`config.mk`:
```
export PLATFORM = sky130hd
export DESIGN_NAME = fetch_pc_unit
export DESIGN_NICKNAME = d
export VERILOG_FILES = /design/src/rtl/fetch_pc_unit_pkg.sv /design/src/rtl/fetch_pc_unit_skid_buf.sv /design/src/rtl/fetch_pc_unit.sv
export SDC_FILE = /design/constraint.sdc
export NUM_CORES = 1
export LEC_CHECK = 0
export BUFFER_PORTS_ARGS = -buffer_cell sky130_fd_sc_hd__buf_2
export CORE_AREA = 4 4 163 197
export DETAILED_ROUTE_END_ITERATION = 12
export DIE_AREA = 0 0 167 201
export PLACE_DENSITY = 0.79
export REMOVE_ABC_BUFFERS = 1
export SYNTH_ARGS = -nofsm -noshare
export SYNTH_HDL_FRONTEND = slang
export SYNTH_SLANG_ARGS = --single-unit
```
`constraint.sdc`:
```
create_clock -name clk -period 2.8 [get_ports clk]
set_input_delay 0.42 -clock clk [delete_from_list [all_inputs] [get_ports clk]]
set_output_delay 0.42 -clock clk [all_outputs]
set_load 0.01 [all_outputs]
```
`src/rtl/fetch_pc_unit_pkg.sv`:
```
// Shared definitions for the instruction-fetch front end:
// fetch FSM state encodings, default widths and the NOP encoding.
package fetch_pc_unit_pkg;

    localparam int ADDR_W_DEF  = 64;
    localparam int INSTR_W_DEF = 32;

    localparam logic [31:0] NOP_INSTR = 32'h0000_0000;

    typedef enum logic [1:0] {
        FS_IDLE  = 2'd0,
        FS_FETCH = 2'd1,
        FS_HOLD  = 2'd2
    } fetch_state_e;

endpackage : fetch_pc_unit_pkg

```
`src/rtl/fetch_pc_unit_skid_buf.sv`:
```
// Single-entry {pc, instr} skid buffer. Captures a fetched instruction that
// arrived while the decode stage was stalled, so the fetch PC can advance
// without dropping the acknowledged word. Clear wins over load.
module fetch_pc_unit_skid_buf
    import fetch_pc_unit_pkg::*;
#(
    parameter int ADDR_W  = ADDR_W_DEF,
    parameter int INSTR_W = INSTR_W_DEF
) (
    input  logic               clk,
    input  logic               rst,
    input  logic               load,
    input  logic               clear,
    input  logic [ADDR_W-1:0]  load_pc,
    input  logic [INSTR_W-1:0] load_instr,
    output logic               valid,
    output logic [ADDR_W-1:0]  held_pc,
    output logic [INSTR_W-1:0] held_instr
);

    // Entry register: clear empties it, load captures pc/instr
    always_ff @(posedge clk or negedge rst) begin
        if (!rst) begin
            valid      <= 1'b0;
            held_pc    <= '0;
            held_instr <= '0;
        end else if (clear) begin
            valid      <= 1'b0;
        end else if (load) begin
            valid      <= 1'b1;
            held_pc    <= load_pc;
            held_instr <= load_instr;
        end
    end

endmodule : fetch_pc_unit_skid_buf

```
`src/rtl/fetch_pc_unit.sv`:
```
// Instruction-fetch front end: holds the PC, issues same-cycle fetch
// requests, and fills the IF/ID pipeline register. if_pc_plus4 feeds the
// IN0 leg of the external next-PC mux whose result returns as redirect_pc.
// Optional feature macro: FETCH_PERF_CNT_EN (adds fetch/flush counters).
module fetch_pc_unit
    import fetch_pc_unit_pkg::*;
#(
    parameter int                ADDR_W   = ADDR_W_DEF,
    parameter int                INSTR_W  = INSTR_W_DEF,
    parameter logic [ADDR_W-1:0] RESET_PC = '0,
    parameter int                PC_INC   = 4
) (
    input  logic               clk,
    input  logic               rst,
    input  logic               stall,
    input  logic               redirect_valid,
    input  logic [ADDR_W-1:0]  redirect_pc,
    output logic               imem_req,
    output logic [ADDR_W-1:0]  imem_addr,
    input  logic               imem_ack,
    input  logic [INSTR_W-1:0] imem_rdata,
    output logic               if_valid,
    output logic [ADDR_W-1:0]  if_pc,
    output logic [ADDR_W-1:0]  if_pc_plus4,
    output logic [INSTR_W-1:0] if_instr,
`ifdef FETCH_PERF_CNT_EN
    output logic [31:0]        perf_fetch_cnt,
    output logic [31:0]        perf_flush_cnt,
`endif
    output logic               busy
);

    localparam logic [ADDR_W-1:0] INC = ADDR_W'(PC_INC);

    fetch_state_e       state;
    fetch_state_e       state_next;
    logic [ADDR_W-1:0]  pc;
    logic [ADDR_W-1:0]  pc_next;
    logic [ADDR_W-1:0]  pc_seq;

    logic               take_fetch;
    logic               load_from_fetch;
    logic               load_from_skid;
    logic               park;
    logic               bubble;

    logic               skid_valid;
    logic [ADDR_W-1:0]  skid_pc;
    logic [INSTR_W-1:0] skid_instr;

    // Sequential PC wraps naturally modulo 2^ADDR_W
    assign pc_seq    = pc + INC;
    assign imem_addr = pc;

    // Next-state, fetch control and PC selection; redirect dominates
    always_comb begin
        state_next      = state;
        pc_next         = pc;
        imem_req        = 1'b0;
        busy            = 1'b0;
        take_fetch      = 1'b0;
        load_from_fetch = 1'b0;
        load_from_skid  = 1'b0;
        park            = 1'b0;
        bubble          = 1'b0;

        case (state)
            FS_IDLE: begin
                state_next = FS_FETCH;
            end
            FS_FETCH: begin
                imem_req = 1'b1;
                if (!redirect_valid) begin
                    if (imem_ack) begin
                        take_fetch = 1'b1;
                        pc_next    = pc_seq;
                        if (stall) begin
                            park       = 1'b1;
                            state_next = FS_HOLD;
                        end else begin
                            load_from_fetch = 1'b1;
                        end
                    end else if (!stall) begin
                        bubble = 1'b1;
                    end
                end
            end
            FS_HOLD: begin
                busy = 1'b1;
                if (!redirect_valid && !stall && skid_valid) begin
                    load_from_skid = 1'b1;
                    state_next     = FS_FETCH;
                end
            end
            default: begin
                state_next = FS_IDLE;
            end
        endcase

        if (redirect_valid) begin
            pc_next    = redirect_pc;
            state_next = FS_FETCH;
        end
    end

    // FSM state and program counter
    always_ff @(posedge clk or negedge rst) begin
        if (!rst) begin
            state <= FS_IDLE;
            pc    <= RESET_PC;
        end else begin
            state <= state_next;
            pc    <= pc_next;
        end
    end

    fetch_pc_unit_skid_buf #(
        .ADDR_W  (ADDR_W),
        .INSTR_W (INSTR_W)
    ) u_skid (
        .clk        (clk),
        .rst        (rst),
        .load       (park),
        .clear      (redirect_valid | load_from_skid),
        .load_pc    (pc),
        .load_instr (imem_rdata),
        .valid      (skid_valid),
        .held_pc    (skid_pc),
        .held_instr (skid_instr)
    );

    // IF/ID register: flush, load from memory or skid, bubble, else hold
    always_ff @(posedge clk or negedge rst) begin
        if (!rst) begin
            if_valid    <= 1'b0;
            if_pc       <= '0;
            if_pc_plus4 <= '0;
            if_instr    <= INSTR_W'(NOP_INSTR);
        end else if (redirect_valid) begin
            if_valid    <= 1'b0;
        end else if (load_from_fetch) begin
            if_valid    <= 1'b1;
            if_pc       <= pc;
            if_pc_plus4 <= pc_seq;
            if_instr    <= imem_rdata;
        end else if (load_from_skid) begin
            if_valid    <= 1'b1;
            if_pc       <= skid_pc;
            if_pc_plus4 <= skid_pc + INC;
            if_instr    <= skid_instr;
        end else if (bubble) begin
            if_valid    <= 1'b0;
        end
    end

`ifdef FETCH_PERF_CNT_EN
    // Performance counters: instructions delivered to decode and flush cycles
    always_ff @(posedge clk or negedge rst) begin
        if (!rst) begin
            perf_fetch_cnt <= '0;
            perf_flush_cnt <= '0;
        end else begin
            if (load_from_fetch || load_from_skid) begin
                perf_fetch_cnt <= perf_fetch_cnt + 32'd1;
            end
            if (redirect_valid) begin
                perf_flush_cnt <= perf_flush_cnt + 32'd1;
            end
        end
    end
`endif

endmodule : fetch_pc_unit

```
# Yosys cells after proc, flatten, opt, wreduce, memory -nomap -nowiden
# Cells that the tools add are included.
# op_classes
bitwise_logic	3
eq_ne	5
n_addsub	2
reduce_logical	14
mux	35
# op_table
cell	n
$mux 64	7
$add 64x3->64 const B	2
$mux 32	2
$mux 1	21
$ne 3x3->1 const B	3
$mux 2	4
$reduce_bool 2->1	4
$pmux 2 s3	1
$reduce_and 2->1	3
$reduce_bool 4->1	1
$reduce_and 3->1	1
$eq 2x1->1 const B	1
$eq 2x2->1 const B	1
$logic_and 1x1->1	2
$logic_not 1->1	2
$logic_not 2->1	1
$not 1->1	2
$or 1x1->1	1
# word_totals
inputBits	101
out_inout_bits	227
elab_cells	68
register_bits	324

# Longest topological paths before layout
# depth
word_depth	8
mapped_depth	9
depth_no_buf	7

# Hierarchy
# From an unflattened synthesis, not the netlist that was laid out.
# hier_totals
hier_cells	1750
hier_area_um2	16625.9
# by_module_without_submodules
module	n_inst	cells_each	area_per_inst_um2	seq_area_each_um2
fetch_pc_unit	1	1543	12814.8	5630.4
fetch_pc_unit_skid_buf	1	207	3811.2	2427.3

# Worst setup path after synthesis
# No wires, ideal clock.
# synth_path
path_type	flip-flop to flip-flop
from	reg pc[2] (netlist: imem_addr[2])
to	reg if_pc_plus4[36]
arrival_time_ns	2.191
setup_slack_ns	0.472
required_time_ns	2.663
period_less_slack_ns	2.328
setup_time_ns	0.137
stages_incl_launch_ff	9
cell_sequence	dfrtp_1 -> ha_1 -> nand3_1 -> or3_1 -> buf_2 -> or4b_4 -> xnor2_1 -> o22ai_1 -> a21oi_1
# synth_via
elab_chain_cells	2
# synth_rtl
item	line	source
from (decl)	fetch_pc_unit.sv:37	logic [ADDR_W-1:0] pc;
from (signal assigned)	fetch_pc_unit.sv:113	pc <= pc_next;
$add 64x3->64	fetch_pc_unit.sv:52	assign pc_seq = pc + INC;
$mux 64	fetch_pc_unit.sv:141	end else if (load_from_fetch) begin
to (signal assigned)	fetch_pc_unit.sv:144	if_pc_plus4 <= pc_seq;
to (signal assigned)	fetch_pc_unit.sv:149	if_pc_plus4 <= skid_pc + INC;
to (decl)	fetch_pc_unit.sv:24	output logic [ADDR_W-1:0] if_pc_plus4,
# No other way between the ends.
# A chain may end at the register's enable or synchronous reset.

# Worst setup path after layout
# layout_path
from	reg pc[33] (netlist: imem_addr[33])
to	reg if_pc_plus4[63]
# Same word-level chain as after synthesis.

==> flow_summary_export.csv <==
group,metric,value,unit
outcome,status,"finished clean",
grt,grt_antenna_before_repair,1,
critical_path,cp-end-kind,"flop",
detailed_routing,ant_nets,0,
logic_synthesis,ys_seq_elements,322,
detailed_routing,drtIter0Drc,1390,
grt,grt_util_all_layers,0.310,
sta,drv_slew,0,
sta,skew,0.0228,ns
clocking,tritoncts,"built",
critical_path,cp.arrival,2.96,ns
logic_synthesis,yosysUniqueCellTypes,65,
clocking,clk_latency,0.52,ns
sta,setup_viol,0,
sta,fmax,387,MHz
logic_synthesis,synth_compound_area_frac,0.107,
clocking,cts_sinks,322,
logic_synthesis,synth_edf_count,0,
logic_synthesis,syn-mean-instance-area,9.43,µm²
sta,rsz0062_at_grt,"false",
logic_synthesis,synth_xor_area_frac,0.0901,
floorplan,dieHeight,201,µm
placed_design,dp.cells,2381,
sta,relSlewSlack,0.433,
grt,grt_pass1_wl,83.6,mm
logic_synthesis,synth_cells,1742,
sta,period_needed,2.59,ns
grt,grt_max_degree,102,
layout,fillers,2455,
detailed_routing,via_per_inst,6.11,
logic_synthesis,yosys.area_share.simple,0.202,
placed_design,dp_hpwl,37.3,mm
hold_path,min_path_type,"primary input to flop",
layout,layout-drive-gt1-share,0.283,
floorplan,io_pins,328,
critical_path,crit_required,3.17,ns
run,max_cap_violations,0,
logic_synthesis,synth_flop_cell,"dfrtp_1",
critical_path,worstSetupPathType,"flop to flop",
logic_synthesis,syn_area,16400,µm²
clocking,cts_setup_buffers,0,
detailed_routing,drc_errors,0,
layout,final_nets,2126,
critical_path,path_max_fanout,9,
detailed_routing,wire_per_inst,22.0,µm
floorplan,start_util,0.544,
clocking,cts_buffers,35,
power_and_ir_drop,peakVddDrop,0.576,mV
sta,fin_crit_sh,0.924,
power_and_ir_drop,leakagePower,8.47,nW
placed_design,io_buffers,327,
layout,areaGrowthSynthToFinish,20.4,%
layout,multi_input_area,7740,µm²
sta,worst_hold_slack,0.107,ns
detailed_routing,wirelength,53.8,mm
logic_synthesis,muxShareOfSynthArea,0.0676,
clocking,cts_buffer_depth,3,
layout,final-seq-area,8060,µm²
sta,report.final.hold_viol_count,0,
floorplan,core.rowCount,70,
placed_design,gp_congestion,0.943,
logic_synthesis,yosysWarnings,0,
power_and_ir_drop,power_density,735,nW/µm²
clocking,htree_levels,2,
logic_synthesis,ys_seq_area_frac,0.490,
logic_synthesis,ys_async_sr_fraction,1.00,
layout,final_core_util,0.654,
clocking,cts_resized,0,
clocking,root_buffer,"clkbuf_16",
floorplan,fp.dieW,167,µm
detailed_routing,num_vias,14900,
sta,worstMarginPinSlew,0.851,ns
logic_synthesis,synth_fa_ha_area_frac,0.00152,
floorplan,core,30200,µm²
logic_synthesis,synth_top_family_by_area,"simple AND/OR/NAND/NOR gates",
clocking,clkTransAtPathRegs,0.06,ns
critical_path,setup.worst_path.start_class,"flop",
grt,grt_overflow,0,
layout,layout.cells.non_filler,2443,
grt,grt_pass1_vias,15000,
floorplan,die_area,33600,µm²
detailed_routing,dr.pass1.iters,6,
==> critical path: stages (launching register included) <==
cell	delay, ns
dfrtp_1	0.53
nand4_1	0.35
nor3_2	0.50
nand4_1	0.44
nor3_1	0.33
xnor2_1	0.15
o221ai_1	0.14
==> report_power, final <==
part           switching, W  leakage, nW  total, W  internal [W]
combinational       0.00173         4.08   0.00320       0.00147
clock               0.00186        0.565   0.00464       0.00278
sequential          0.00102         3.83   0.00669       0.00566
total               0.00461         8.47    0.0145       0.00992
==> layout by cell type, fill, tap and decap left out, types with 9 or more instances in the layout <==
| master | instances |
|---|---|
| nor2_1 | 266 |
| nand3_1 | 52 |
| clkbuf_16 | 37 |
| buf_4 | 59 |
| xor2_1 | 56 |
| clkbuf_1 | 9 |
| nor3_1 | 53 |
| dfrtp_1 | 322 |
| o221ai_1 | 12 |
| o21ai_0 | 89 |
| nor4_1 | 20 |
| mux2_2 | 95 |
| buf_2 | 325 |
| a22oi_1 | 10 |
| inv_1 | 12 |
| or3_1 | 10 |
| a21oi_1 | 12 |
| xnor2_1 | 113 |
| and3_1 | 12 |
| nand4_1 | 53 |
| nand2_1 | 188 |
| a31oi_1 | 17 |
| o22ai_1 | 96 |
| buf_12 | 10 |
==> path summary, 6_finish.rpt <==
kind                                      startpoint                          end  slack, ns  cells after the start
max                        imem_addr[33]$_DFFE_PN0N_  if_pc_plus4[63]$_DFFE_PN0P_       0.21                      6
min                                  redirect_pc[16]    imem_addr[16]$_DFFE_PN0N_       0.11                      3
min reg2reg                 if_instr[22]$_DFFE_PN0P_     if_instr[22]$_DFFE_PN0P_       0.49                      2
max reg2reg                imem_addr[33]$_DFFE_PN0N_  if_pc_plus4[63]$_DFFE_PN0P_       0.21                      6
min in group asynchronous                        rst         if_pc[1]$_DFFE_PN0P_       0.52                      2
max in group asynchronous                        rst    imem_addr[28]$_DFFE_PN0N_       1.44                      3
==> per-stage QoR <==
stage / area, µm² / power [W] / setup slack (ns) / setup TNS, ns
floorplan: 15800 / 0.00828 / -3.79 / -598.76
CTS: 19800 / 0.0146 / 0.252 / 0
global route: 19800 / 0.0152 / 0.0363 / 0
detailed placement: 18600 / 0.00992 / 0.266 / 0
global placement: 18600 / 0.00977 / 0.313 / 0
finish: 19800 / 0.0145 / 0.214 / 0
==> what timing repair did <==
item / in CTS / in global routing
hold endpoints to repair: 78 / 0
endpoints found under the setup margin: 0 / 0
hold buffers: 1 / 0
==> cell usage after synthesis, types with 3 or more instances <==
library cell  number  area (µm²)
buf_4              5        37.5
o221ai_1          12         105
nor4_1            21         131
o22ai_1           96         601
nand3_2            4        40.0
nand4_1           53         332
inv_1             12        45.0
nor4_2             3        37.5
nor3_1            54         270
o21ai_1            7        35.0
nand2_1          190         713
nor2_1           267        1000
o21ai_0           89         445
buf_2             29         145
or2_2              3        18.8
mux2_2            95        1070
a22oi_1           10        75.1
nand4_2            4        50.1
a221oi_2           3        45.0
a221oi_1           3        26.3
o21a_1             3        22.5
mux2i_1            4        40.0
dfrtp_1          322        8060
o211ai_1           7        52.6
and3_1            13        81.3
xor2_1            56         490
or3_1             10        62.6
nand3_1           53         265
buf_1              4        15.0
clkbuf_1         110         413
a21oi_1           12        60.1
clkbuf_2           4        20.0
a31oi_1           17         106
xnor2_1          113         990
nor2b_1            4        25.0
and2_1             5        31.3
a221o_1            3        30.0
and4_1             7        61.3
==> per-layer routing <==
metal | wire, µm | GRT usage
met1 | 19900 | 0.385
met2 | 26100 | 0.517
met3 | 5180 | 0.0727
met4 | 2630 | 0.139
met5 | 0 | 0
==> layout make-up <==
class | instances | share of cell area
Sequential cell | 322 | 0.407
Multi-Input combinational cell | 1256 | 0.391
Timing Repair Buffer | 396 | 0.116
Clock buffer | 53 | 0.0534
Tap cell | 396 | 0.0251
Clock inverter | 7 | 0.00430
Inverter | 12 | 0.00228
Antenna cell | 1 | 0.000127
==> logic make-up (layout without fill, tap and decap cells) <==
family | count (synthesis) | in the layout
flops | 322 | 322
mux | 99 | 99
compound gates | 278 | 278
other cells | 0 | 1
simple gates | 708 | 708
buf+inv | 164 | 468
fa+ha+maj | 2 | 2
xor+xnor | 169 | 169
==> sequential cells by signal, indices dropped and copies added, names as in the netlist <==
register           count
if_instr              32
if_pc                 64
if_pc_plus4           62
if_valid               1
imem_addr             64
state                  2
u_skid.held_instr     32
u_skid.held_pc        64
u_skid.valid           1
(Power assumes the default switching activity.)
